### src/rtl/dac_threshold_wr_if.sv
// Threshold write request bus between the channel measurement controller (master)
// and the threshold DAC writer (slave).
interface dac_threshold_wr_if;
  logic [15:0] threshold_i;
  logic        threshold_wre_i;
  logic        threshold_rdy_o;
  logic        wr_drop_o;

  modport master (output threshold_i, threshold_wre_i, input  threshold_rdy_o, wr_drop_o);
  modport slave  (input  threshold_i, threshold_wre_i, output threshold_rdy_o, wr_drop_o);
endinterface

### src/rtl/dac_threshold_wr.sv
// Threshold DAC writer: serializes 16-bit codes into 24-bit SPI mode-0 frames,
// waits analog settling, and keeps a one-deep latest-wins pending buffer.
module dac_threshold_wr #(
  parameter int          CLK_DIV       = 2,
  parameter int          SETTLE_CYCLES = 50,
  parameter logic [7:0]  DAC_CMD       = 8'h30
) (
  input  logic                 clk_i,
  input  logic                 arst_i,
  dac_threshold_wr_if.slave    req,
  output logic                 dac_cs_n_o,
  output logic                 dac_sclk_o,
  output logic                 dac_mosi_o
);
  localparam int PH_W = $clog2(CLK_DIV + 1);
  localparam int ST_W = (SETTLE_CYCLES < 2) ? 1 : $clog2(SETTLE_CYCLES);
  localparam logic [PH_W-1:0] PH_LAST = PH_W'(CLK_DIV - 1);
  localparam logic [ST_W-1:0] ST_LAST = ST_W'((SETTLE_CYCLES == 0) ? 0 : SETTLE_CYCLES - 1);

  typedef enum logic [1:0] {IDLE, SHIFT, HOLD, SETTLE} state_e;

  state_e            state_q, state_d;
  logic [23:0]       shreg_q, shreg_d;
  logic [4:0]        bit_q, bit_d;
  logic [PH_W-1:0]   ph_q, ph_d;
  logic [ST_W-1:0]   st_q, st_d;
  logic              pend_q, pend_d;
  logic [15:0]       pcode_q, pcode_d;
  logic              rdy_q, rdy_d;
  logic              drop_q, drop_d;
  logic              cs_n_q, cs_n_d;
  logic              sclk_q, sclk_d;
  logic              mosi_q, mosi_d;
  logic              start;
  logic [15:0]       start_code;

  always_comb begin
    state_d    = state_q;
    shreg_d    = shreg_q;
    bit_d      = bit_q;
    ph_d       = ph_q;
    st_d       = st_q;
    pend_d     = pend_q;
    pcode_d    = pcode_q;
    rdy_d      = rdy_q;
    drop_d     = 1'b0;
    cs_n_d     = cs_n_q;
    sclk_d     = sclk_q;
    mosi_d     = mosi_q;
    start      = 1'b0;
    start_code = req.threshold_i;

    // Writes while busy queue up; the frame on the wire is never touched.
    if (req.threshold_wre_i && state_q != IDLE) begin
      pend_d  = 1'b1;
      pcode_d = req.threshold_i;
      drop_d  = pend_q;
    end

    case (state_q)
      IDLE: if (req.threshold_wre_i) start = 1'b1;
      SHIFT: begin
        if (ph_q != PH_LAST) begin
          ph_d = ph_q + PH_W'(1);
        end else if (!sclk_q) begin
          ph_d   = '0;
          sclk_d = 1'b1;
        end else begin
          ph_d   = '0;
          sclk_d = 1'b0;
          if (bit_q == 5'd23) begin
            state_d = HOLD;
            mosi_d  = 1'b0;
          end else begin
            bit_d   = bit_q + 5'd1;
            shreg_d = {shreg_q[22:0], 1'b0};
            mosi_d  = shreg_q[22];
          end
        end
      end
      HOLD: begin
        if (ph_q != PH_LAST) begin
          ph_d = ph_q + PH_W'(1);
        end else begin
          ph_d    = '0;
          cs_n_d  = 1'b1;
          st_d    = '0;
          state_d = SETTLE;
        end
      end
      SETTLE: begin
        if (SETTLE_CYCLES == 0 || st_q == ST_LAST) begin
          // An incoming write at the decision point beats the older pending code.
          if (req.threshold_wre_i) begin
            start  = 1'b1;
            drop_d = pend_q;
            pend_d = 1'b0;
          end else if (pend_q) begin
            start      = 1'b1;
            start_code = pcode_q;
            pend_d     = 1'b0;
          end else begin
            state_d = IDLE;
            rdy_d   = 1'b1;
          end
        end else begin
          st_d = st_q + ST_W'(1);
        end
      end
      default: state_d = IDLE;
    endcase

    if (start) begin
      state_d = SHIFT;
      shreg_d = {DAC_CMD, start_code};
      mosi_d  = DAC_CMD[7];
      cs_n_d  = 1'b0;
      sclk_d  = 1'b0;
      rdy_d   = 1'b0;
      bit_d   = '0;
      ph_d    = '0;
    end
  end

  always_ff @(posedge clk_i or posedge arst_i) begin
    if (arst_i) begin
      state_q <= IDLE;
      shreg_q <= '0;
      bit_q   <= '0;
      ph_q    <= '0;
      st_q    <= '0;
      pend_q  <= 1'b0;
      pcode_q <= '0;
      rdy_q   <= 1'b1;
      drop_q  <= 1'b0;
      cs_n_q  <= 1'b1;
      sclk_q  <= 1'b0;
      mosi_q  <= 1'b0;
    end else begin
      state_q <= state_d;
      shreg_q <= shreg_d;
      bit_q   <= bit_d;
      ph_q    <= ph_d;
      st_q    <= st_d;
      pend_q  <= pend_d;
      pcode_q <= pcode_d;
      rdy_q   <= rdy_d;
      drop_q  <= drop_d;
      cs_n_q  <= cs_n_d;
      sclk_q  <= sclk_d;
      mosi_q  <= mosi_d;
    end
  end

  assign req.threshold_rdy_o = rdy_q;
  assign req.wr_drop_o       = drop_q;
  assign dac_cs_n_o          = cs_n_q;
  assign dac_sclk_o          = sclk_q;
  assign dac_mosi_o          = mosi_q;
endmodule

### src/flat_wrapper.sv
// flat-port wrapper written by rule: the top's interface ports become plain ports
module dac_threshold_wr_flat 
#(
  parameter int          CLK_DIV       = 2,
  parameter int          SETTLE_CYCLES = 50,
  parameter logic [7:0]  DAC_CMD       = 8'h30
)
  (clk_i, arst_i, dac_cs_n_o, dac_sclk_o, dac_mosi_o, req_threshold_i, req_threshold_wre_i, req_threshold_rdy_o, req_wr_drop_o);
  dac_threshold_wr_if req_i ();
  input  logic clk_i;
  input  logic arst_i;
  output logic dac_cs_n_o;
  output logic dac_sclk_o;
  output logic dac_mosi_o;
  input wire logic [$bits(req_i.threshold_i)-1:0] req_threshold_i;
  input wire logic [$bits(req_i.threshold_wre_i)-1:0] req_threshold_wre_i;
  output wire logic [$bits(req_i.threshold_rdy_o)-1:0] req_threshold_rdy_o;
  output wire logic [$bits(req_i.wr_drop_o)-1:0] req_wr_drop_o;
  assign req_i.threshold_i = req_threshold_i;
  assign req_i.threshold_wre_i = req_threshold_wre_i;
  assign req_threshold_rdy_o = req_i.threshold_rdy_o;
  assign req_wr_drop_o = req_i.wr_drop_o;
  dac_threshold_wr #(.CLK_DIV(CLK_DIV), .SETTLE_CYCLES(SETTLE_CYCLES), .DAC_CMD(DAC_CMD)) u_core (.clk_i(clk_i), .arst_i(arst_i), .req(req_i), .dac_cs_n_o(dac_cs_n_o), .dac_sclk_o(dac_sclk_o), .dac_mosi_o(dac_mosi_o));
endmodule
### config.mk
export PLATFORM = sky130hd
export DESIGN_NAME = dac_threshold_wr_flat
export DESIGN_NICKNAME = d
export VERILOG_FILES = /design/src/rtl/dac_threshold_wr_if.sv /design/src/rtl/dac_threshold_wr.sv /design/src/flat_wrapper.sv
export SDC_FILE = /design/constraint.sdc
export NUM_CORES = 1
export LEC_CHECK = 0
export ABC_CLOCK_PERIOD_IN_PS = 1800
export BUFFER_PORTS_ARGS = -buffer_cell sky130_fd_sc_hd__buf_2
export CAP_MARGIN = 20
export CORE_MARGIN = 4
export CORE_UTILIZATION = 50
export DETAILED_ROUTE_END_ITERATION = 8
export PLACE_DENSITY = 0.78
export SYNTH_ARGS = -nofsm -noshare
export SYNTH_HDL_FRONTEND = slang
export SYNTH_SLANG_ARGS = --single-unit
export TNS_END_PERCENT = 10
### constraint.sdc
create_clock -name clk_i -period 1.8 [get_ports clk_i]
set_clock_uncertainty 0.1 [all_clocks]
set_input_delay 0.09 -clock clk_i [delete_from_list [all_inputs] [get_ports clk_i]]
set_output_delay 0.09 -clock clk_i [all_outputs]
set_load 0.02 [all_outputs]
==> summary.txt, run 1 <==
Timing
  – Unrepaired setup endpoints after global routing: true
  – Period minus WS final: 1.85 ns
  – Headroom to the max-slew limit: 0.698
  – Final WS setup: -0.0472 ns
  – Setup TNS: -0.489 ns
  – Final setup viols: 19
  – Max Transition Viols Final: 0
  – Hold Fails Final Rpt: 0
  – Worst slew pin tran: 0.452 ns
  – Peak Freq: between 500 and 600 MHz
  – Final Cycle Share: 1.03

Die
  – Total die area: 7750 um^2
  – Core Footprint: 6060 um^2
  – Initial core utilization: 0.528
  – Die H: 88.0 um
  – Die width: roughly 88 um
  – Core Rows: 28
  – I/O pin count: 24

Status
  – Outcome: complete, but fails checks
  – Failing checks: negative setup slack

Global route
  – Total Routing Usage GR: 0.227
  – Largest net degree at the start of global routing: 42
  – Vias in the first global route: 2753
  – First-pass GRT wire length: 13400 um
  – Initial antenna violation count: 0
  – Gr ovfl total: 0

Cells and area
  – Cell area after layout: 4300 um^2
  – Share of layout cells above drive strength 1: 0.376
  – Fill count: around 390
  – Area Growth Syn to Fin: 34.3%
  – Area occupied by multi-input gates: 1720 um^2
  – Register area: 1510 um^2
  – Antenna diodes: 0
  – Nets@finish: 417

Placement
  – Final HPWL DP: approximately 5000 um
  – Area after DPL: 3720 um^2
  – PortBufs: 23
  – Routability-driven placement congestion ratio: between 0.8 and 0.9

Critical path
  – Crit-path max FO: 8
  – Worst setup SP type: flop
  – Kind of end point of the critical path: flop
  – CP arrival: 1.96 ns
  – R2R Setup Slk: -0.05 ns
  – Critical Path RT: 1.91 ns
  – WS Path Type: reg2reg

Drt
  – 1st-pass router iterations: 4
  – 1st-iter DRT viols: 178
  – DR DRC count: 0
  – Routed Antenna Nets: 0
  – Wire length per cell after detailed routing: approximately 18 um
  – Vias per cell: 5.85
  – Via count: 2744
  – Total Wirelength: 8280 um

Synth
  – Seq cells post-synth: 60
  – Synth area leaders: dfrtp_1 (45%), mux2_2 (5.3%), nand2_1 (3.6%)
  – Avg Synthesized Cell Area: between 10 and 15 um^2
  – Post-synth top area share: 0.453
  – FFs w/ async S/R, synth: 1.00
  – Post-Syn Instances: 306
  – Seq/Total Area, Yosys: 0.470
  – Synth warn: 0
  – Primary FF master, synth: dfrtp_1
  – Syn nets: 334
  – Post-synthesis cell type with the largest combined area: dfrtp_1
  – Netlist Area Pre-Place: around 3200 um^2
  – EDFF count, synth: 0
  – Synth unique cells: 51

Flow run
  – MaxCap Viol Count: 0

Clock network
  – CTS tree: done
  – Sink Count: 60
  – CTS buffer count: 9
  – H-tree depth: 3
  – CTS Buffer Depth: 2
  – Worst-skew pair later-pin latency: ~0.35 ns
  – Root Buffer: clkbuf_8
  – Clock transition at path regs: about 0.07 ns

Power
  – Sequential share of power: 0.510
  – Power density cells: 647 nW/um^2
  – Gate power share: 0.060
  – Sw Share: 0.241
  – Clk pwr share: 0.430
  – Internal Pwr Total: 2.11 mW
  – Net Sw Power: 0.671 mW
  – Peak supply drop: 0.000739 V
  – Leak: 1.94 nW

Worst hold path
  – Worst hold path type: in2reg
## cell type report
class | instances | area share
sequential | 60 | 0.350
clock inverter | 7 | 0.0157
tap | 75 | 0.0218
multi-input combinational | 218 | 0.400
timing repair buffer | 90 | 0.175
clock buffer | 9 | 0.0288
inverter | 10 | 0.00873
## sequential cells by signal, summed over array words and instances, names as in the netlist
| register | flops |
|---|---|
| u_core.dac_sclk_o | 1 |
| u_core.pend_q | 1 |
| u_core.st_q | 6 |
| u_core.dac_mosi_o | 1 |
| u_core.dac_cs_n_o | 1 |
| u_core.req.wr_drop_o | 1 |
| u_core.bit_q | 5 |
| u_core.ph_q | 2 |
| u_core.shreg_q | 23 |
| u_core.pcode_q | 16 |
| u_core.req.threshold_rdy_o | 1 |
| u_core.state_q | 2 |
## cell usage after synthesis (3+ instances only)
master,number
dfrtp_1,58
nand2_1,31
nor2_1,23
mux2_2,15
a21oi_1,12
a22oi_1,12
o21ai_0,12
o22ai_1,12
inv_1,10
ha_1,9
nand3_1,9
mux2i_1,8
a2bb2oi_1,7
clkbuf_1,7
and3_1,6
buf_2,6
nand4b_1,6
xnor2_1,5
a21boi_0,4
buf_6,4
nor3_1,4
and2_1,3
nand3b_1,3
o311ai_1,3
xor2_1,3
## routing by layer
| metal | vias up | part of all wire | GRT usage |
|---|---|---|---|
| li1 | 1281 | - | - |
| met1 | 1357 | 0.42 | 0.287 |
| met2 | 89 | 0.51 | 0.384 |
| met3 | 17 | 0.044 | 0.0480 |
| met4 | 0 | 0.022 | 0.0838 |
| met5 | - | 0 | 0 |
## stage by stage
step | total power, mW | hold WS (ns) | setup slack, ns | util | cells
floorplan | 1.52 | 0.107 | -0.0287 | - | 306
global placement | 1.57 | 0.0297 | -0.104 | 0.613 | 433
detailed placement | 1.58 | 0.0314 | -0.160 | 0.613 | 433
CTS | 2.79 | 0.0182 | -0.0397 | 0.686 | 468
global route | 2.90 | 0.0540 | -0.145 | 0.709 | 469
finish | 2.78 | 0.0354 | -0.0472 | 0.709 | 469
## worst max-delay path, stage by stage, from the launching register on
cell,delay [ns]
dfrtp_1,0.41
buf_4,0.16
ha_2,0.19
and4b_2,0.24
buf_6,0.14
and3_1,0.20
o22ai_2,0.14
o311ai_1,0.12
## path summary, 6_finish.rpt
check,from,end,cells after the start
max in group asynchronous,arst_i,u_core.state_q[1]$_DFFE_PP0P_,4
hold reg to reg,u_core.shreg_q[20]$_DFFE_PP0P_,u_core.shreg_q[21]$_DFFE_PP0P_,2
setup reg to reg,u_core.state_q[0]$_DFFE_PP0P_,u_core.shreg_q[11]$_DFFE_PP0P_,7
min in group asynchronous,arst_i,u_core.dac_mosi_o$_DFFE_PP0P_,3
hold / removal,req_threshold_wre_i,u_core.req.wr_drop_o$_DFF_PP0_,2
setup / recovery,u_core.state_q[0]$_DFFE_PP0P_,u_core.shreg_q[11]$_DFFE_PP0P_,7
## cells by family (layout without fill, tap and decap cells)
group / count (synthesis) / in the layout / share of synthesized area
and+or+nand+nor: 101 / 101 / 0.173
AOI/OAI and AO/OA: 77 / 77 / 0.177
DFF: 60 / 60 / 0.470
buffers and inverters: 28 / 116 / 0.0457
muxes: 23 / 23 / 0.0778
adders and majority gates: 9 / 9 / 0.0352
xor gates and xnor gates: 8 / 8 / 0.0219
## power groups by stage
stage,Combinational (mW),Sequential (mW),Clock [mW]
after floorplan,0.0800,1.44,0
after global placement,0.132,1.44,0
after detailed placement,0.137,1.44,0
after CTS,0.165,1.42,1.21
after global routing,0.188,1.42,1.29
final,0.168,1.42,1.19
## placed cells by master, fill, tap and decap left out, types with 3 or more instances in the layout
cell and instances:
a21boi_0 3, a21oi_1 12, a22oi_1 12, a2bb2oi_1 3, a2bb2oi_2 4, and2_1 3
and3_1 6, buf_12 5, buf_2 23, buf_4 37, buf_6 8, clkbuf_8 9
clkinv_2 3, clkinvlp_4 3, dfrtp_1 57, dlygate4sd3_1 17, ha_1 4, ha_4 3
inv_1 8, mux2_2 15, mux2i_1 8, nand2_1 29, nand3_1 8, nand3b_1 3
nand4b_1 6, nor2_1 19, nor2_2 4, nor3_1 3, o21ai_0 7, o21ai_1 4
o22ai_1 7, o22ai_2 5, o311ai_1 3, xnor2_1 5, xor2_1 3
## repair_timing
action,in CTS,in global routing
endpoints found under the setup margin,38,39
hold buffers,17,0
pin swaps,0,7
buffers inserted,2,1
endpoints found under the hold margin,48,0
gates resized for setup,15,33
Power figures use the tool's default switching activity.
==> run 2, diff against run 1 <==
- PLACE_DENSITY: 0.78 -> 0.72
==> summary.txt, run 2 (synthesis results as in run 1) <==
Global route
  – Vias in the first global route: between 2000 and 3000
  – Largest net degree at the start of global routing: 40
  – First-pass GRT wire length: 12900 um
  – Gr ovfl total: 0
  – Initial antenna violation count: 0
  – Total Routing Usage GR: 0.218

Cells and area
  – Biggest register: u_core.shreg_q
  – Share of layout cells above drive strength 1: 0.353
  – Most frequent cells in the layout: dfrtp_1 (58), buf_4 (32), nand2_1 (30)
  – Max reg flops: 23
  – Largest regs: u_core.shreg_q x23, u_core.pcode_q x16, u_core.st_q x6
  – Nets@finish: between 400 and 500
  – Commonest non-fill, non-tap cell in the layout: dfrtp_1
  – Area Growth Syn to Fin: 34.3%
  – Fill count: ~420
  – Antenna diodes: 0

Timing
  – Hold Fails Final Rpt: 0
  – Final WS setup: -0.230 ns
  – Final Cycle Share: 1.13
  – Worst slew pin tran: 0.522 ns
  – Period minus WS final: 2.03 ns
  – Unrepaired setup endpoints after global routing: true
  – Setup TNS: -2.99 ns
  – Final setup viols: 23
  – Max Transition Viols Final: 0
  – Peak Freq: 493 MHz
  – Headroom to the max-slew limit: 0.651

Clock network
  – Clock transition at path regs: 0.07 ns
  – CTS Buffer Depth: 2
  – CTS buffer count: 9
  – CTS tree: done
  – Root Buffer: clkbuf_8
  – Sink Count: 60
  – Worst-skew pair later-pin latency: 0.34 ns
  – H-tree depth: 3

Power
  – Peak supply drop: 0.000685 V
  – Power density cells: ~630 nW/um^2
  – Leak: 1.95 nW
  – Design Power: approximately 2.7 mW
  – Clk pwr share: 0.414
  – Net Sw Power: 0.647 mW
  – Internal Pwr Total: 2.06 mW
  – Sequential share of power: 0.524
  – Sw Share: 0.239
  – Gate power share: 0.062

Die
  – I/O pin count: 24
  – Core Rows: 28
  – Core Footprint: between 6000 and 7000 um^2
  – Die H: 88.0 um
  – Die width: 88.0 um
  – Total die area: 7750 um^2
  – Initial core utilization: 0.528

Critical path
  – Kind of end point of the critical path: flop
  – WS Path Type: reg2reg
  – Worst setup SP type: flop
  – Crit-path max FO: 6
  – Critical Path RT: 1.95 ns
  – CP arrival: 2.18 ns

Drt
  – DR DRC count: 0
  – 1st-pass router iterations: 4
  – Total Wirelength: 8070 um
  – 1st-iter DRT viols: roughly 170
  – Routed Antenna Nets: 0
  – Vias per cell: 5.72
  – Via count: ~2700
  – Wire length per cell after detailed routing: 17.2 um

Status
  – Outcome: complete, but fails checks
  – Failing checks: negative setup slack

Placement
  – Post-Place Worst Slack: -0.343 ns
  – PortBufs: 23
  – Final HPWL DP: 4850 um
  – Routability-driven placement congestion ratio: 0.875

Worst hold path
  – Worst hold path type: in2reg

Flow run
  – MaxCap Viol Count: 0
[run 2: layer usage]
layer  global-route usage  wire length, um
met1                0.298             3410
met2                0.342             4120
met3               0.0470              423
met4               0.0810              117
met5                    0                0
[run 2: stage by stage]
step | std cells | utilization | instance area, um^2 | hold slack [ns]
after detailed placement | 427 | 0.604 | 3660 | 0.0637
after floorplan | 306 | - | 3200 | 0.107
final | 469 | 0.710 | 4300 | 0.0463
after global routing | 469 | 0.710 | 4300 | 0.0408
after CTS | 464 | 0.682 | 4130 | 0.0218
after global placement | 427 | 0.604 | 3660 | 0.0594
[run 2: worst paths after layout]
check                                                     from  cells past startpoint                             end  slack [ns]
worst max-delay path             u_core.state_q[0]$_DFFE_PP0P_                      9   u_core.shreg_q[4]$_DFFE_PP0P_       -0.23
worst min-delay path                       req_threshold_wre_i                      2  u_core.req.wr_drop_o$_DFF_PP0_        0.05
worst max register to register   u_core.state_q[0]$_DFFE_PP0P_                      9   u_core.shreg_q[4]$_DFFE_PP0P_       -0.23
worst min register to register  u_core.shreg_q[19]$_DFFE_PP0P_                      2  u_core.shreg_q[20]$_DFFE_PP0P_        0.39
max in group asynchronous                               arst_i                      4  u_core.shreg_q[13]$_DFFE_PP0P_        0.78
min in group asynchronous                               arst_i                      3      u_core.st_q[3]$_DFFE_PP0P_        0.24
[run 2: repair_timing]
action                                  CTS  global route
endpoints found under the hold margin    49             0
endpoints found under the setup margin   36            53
cloned                                    0             1
setup buffers                             4             4
gates resized for setup                  20            25
hold buffers                             17             0
pin swaps                                 0             7
[run 2: power groups by stage]
stage	clock network, mW	registers (mW)	logic (mW)
final	1.12	1.42	0.167
after global routing	1.21	1.42	0.188
after CTS	1.14	1.41	0.165
after detailed placement	0	1.44	0.136
after global placement	0	1.44	0.132
after floorplan	0	1.44	0.0800
[run 2: cell type report]
| cell class | count | area [um^2] | share of cell area |
|---|---|---|---|
| tap | 75 | 93.8 | 0.0218 |
| clock buffer | 13 | 159 | 0.0369 |
| sequential | 60 | 1500 | 0.350 |
| multi-input combinational | 218 | 1690 | 0.393 |
| clock inverter | 3 | 21.3 | 0.00494 |
| timing repair buffer | 90 | 795 | 0.185 |
| inverter | 10 | 37.5 | 0.00873 |
[run 2: worst max-delay path, stage by stage, from the launching register on]
cell,delay (ns)
dfrtp_1,0.44
ha_2,0.25
buf_6,0.11
nand4bb_4,0.16
buf_6,0.17
nor4_4,0.19
buf_4,0.19
buf_12,0.12
a22oi_1,0.06
a2bb2oi_1,0.17
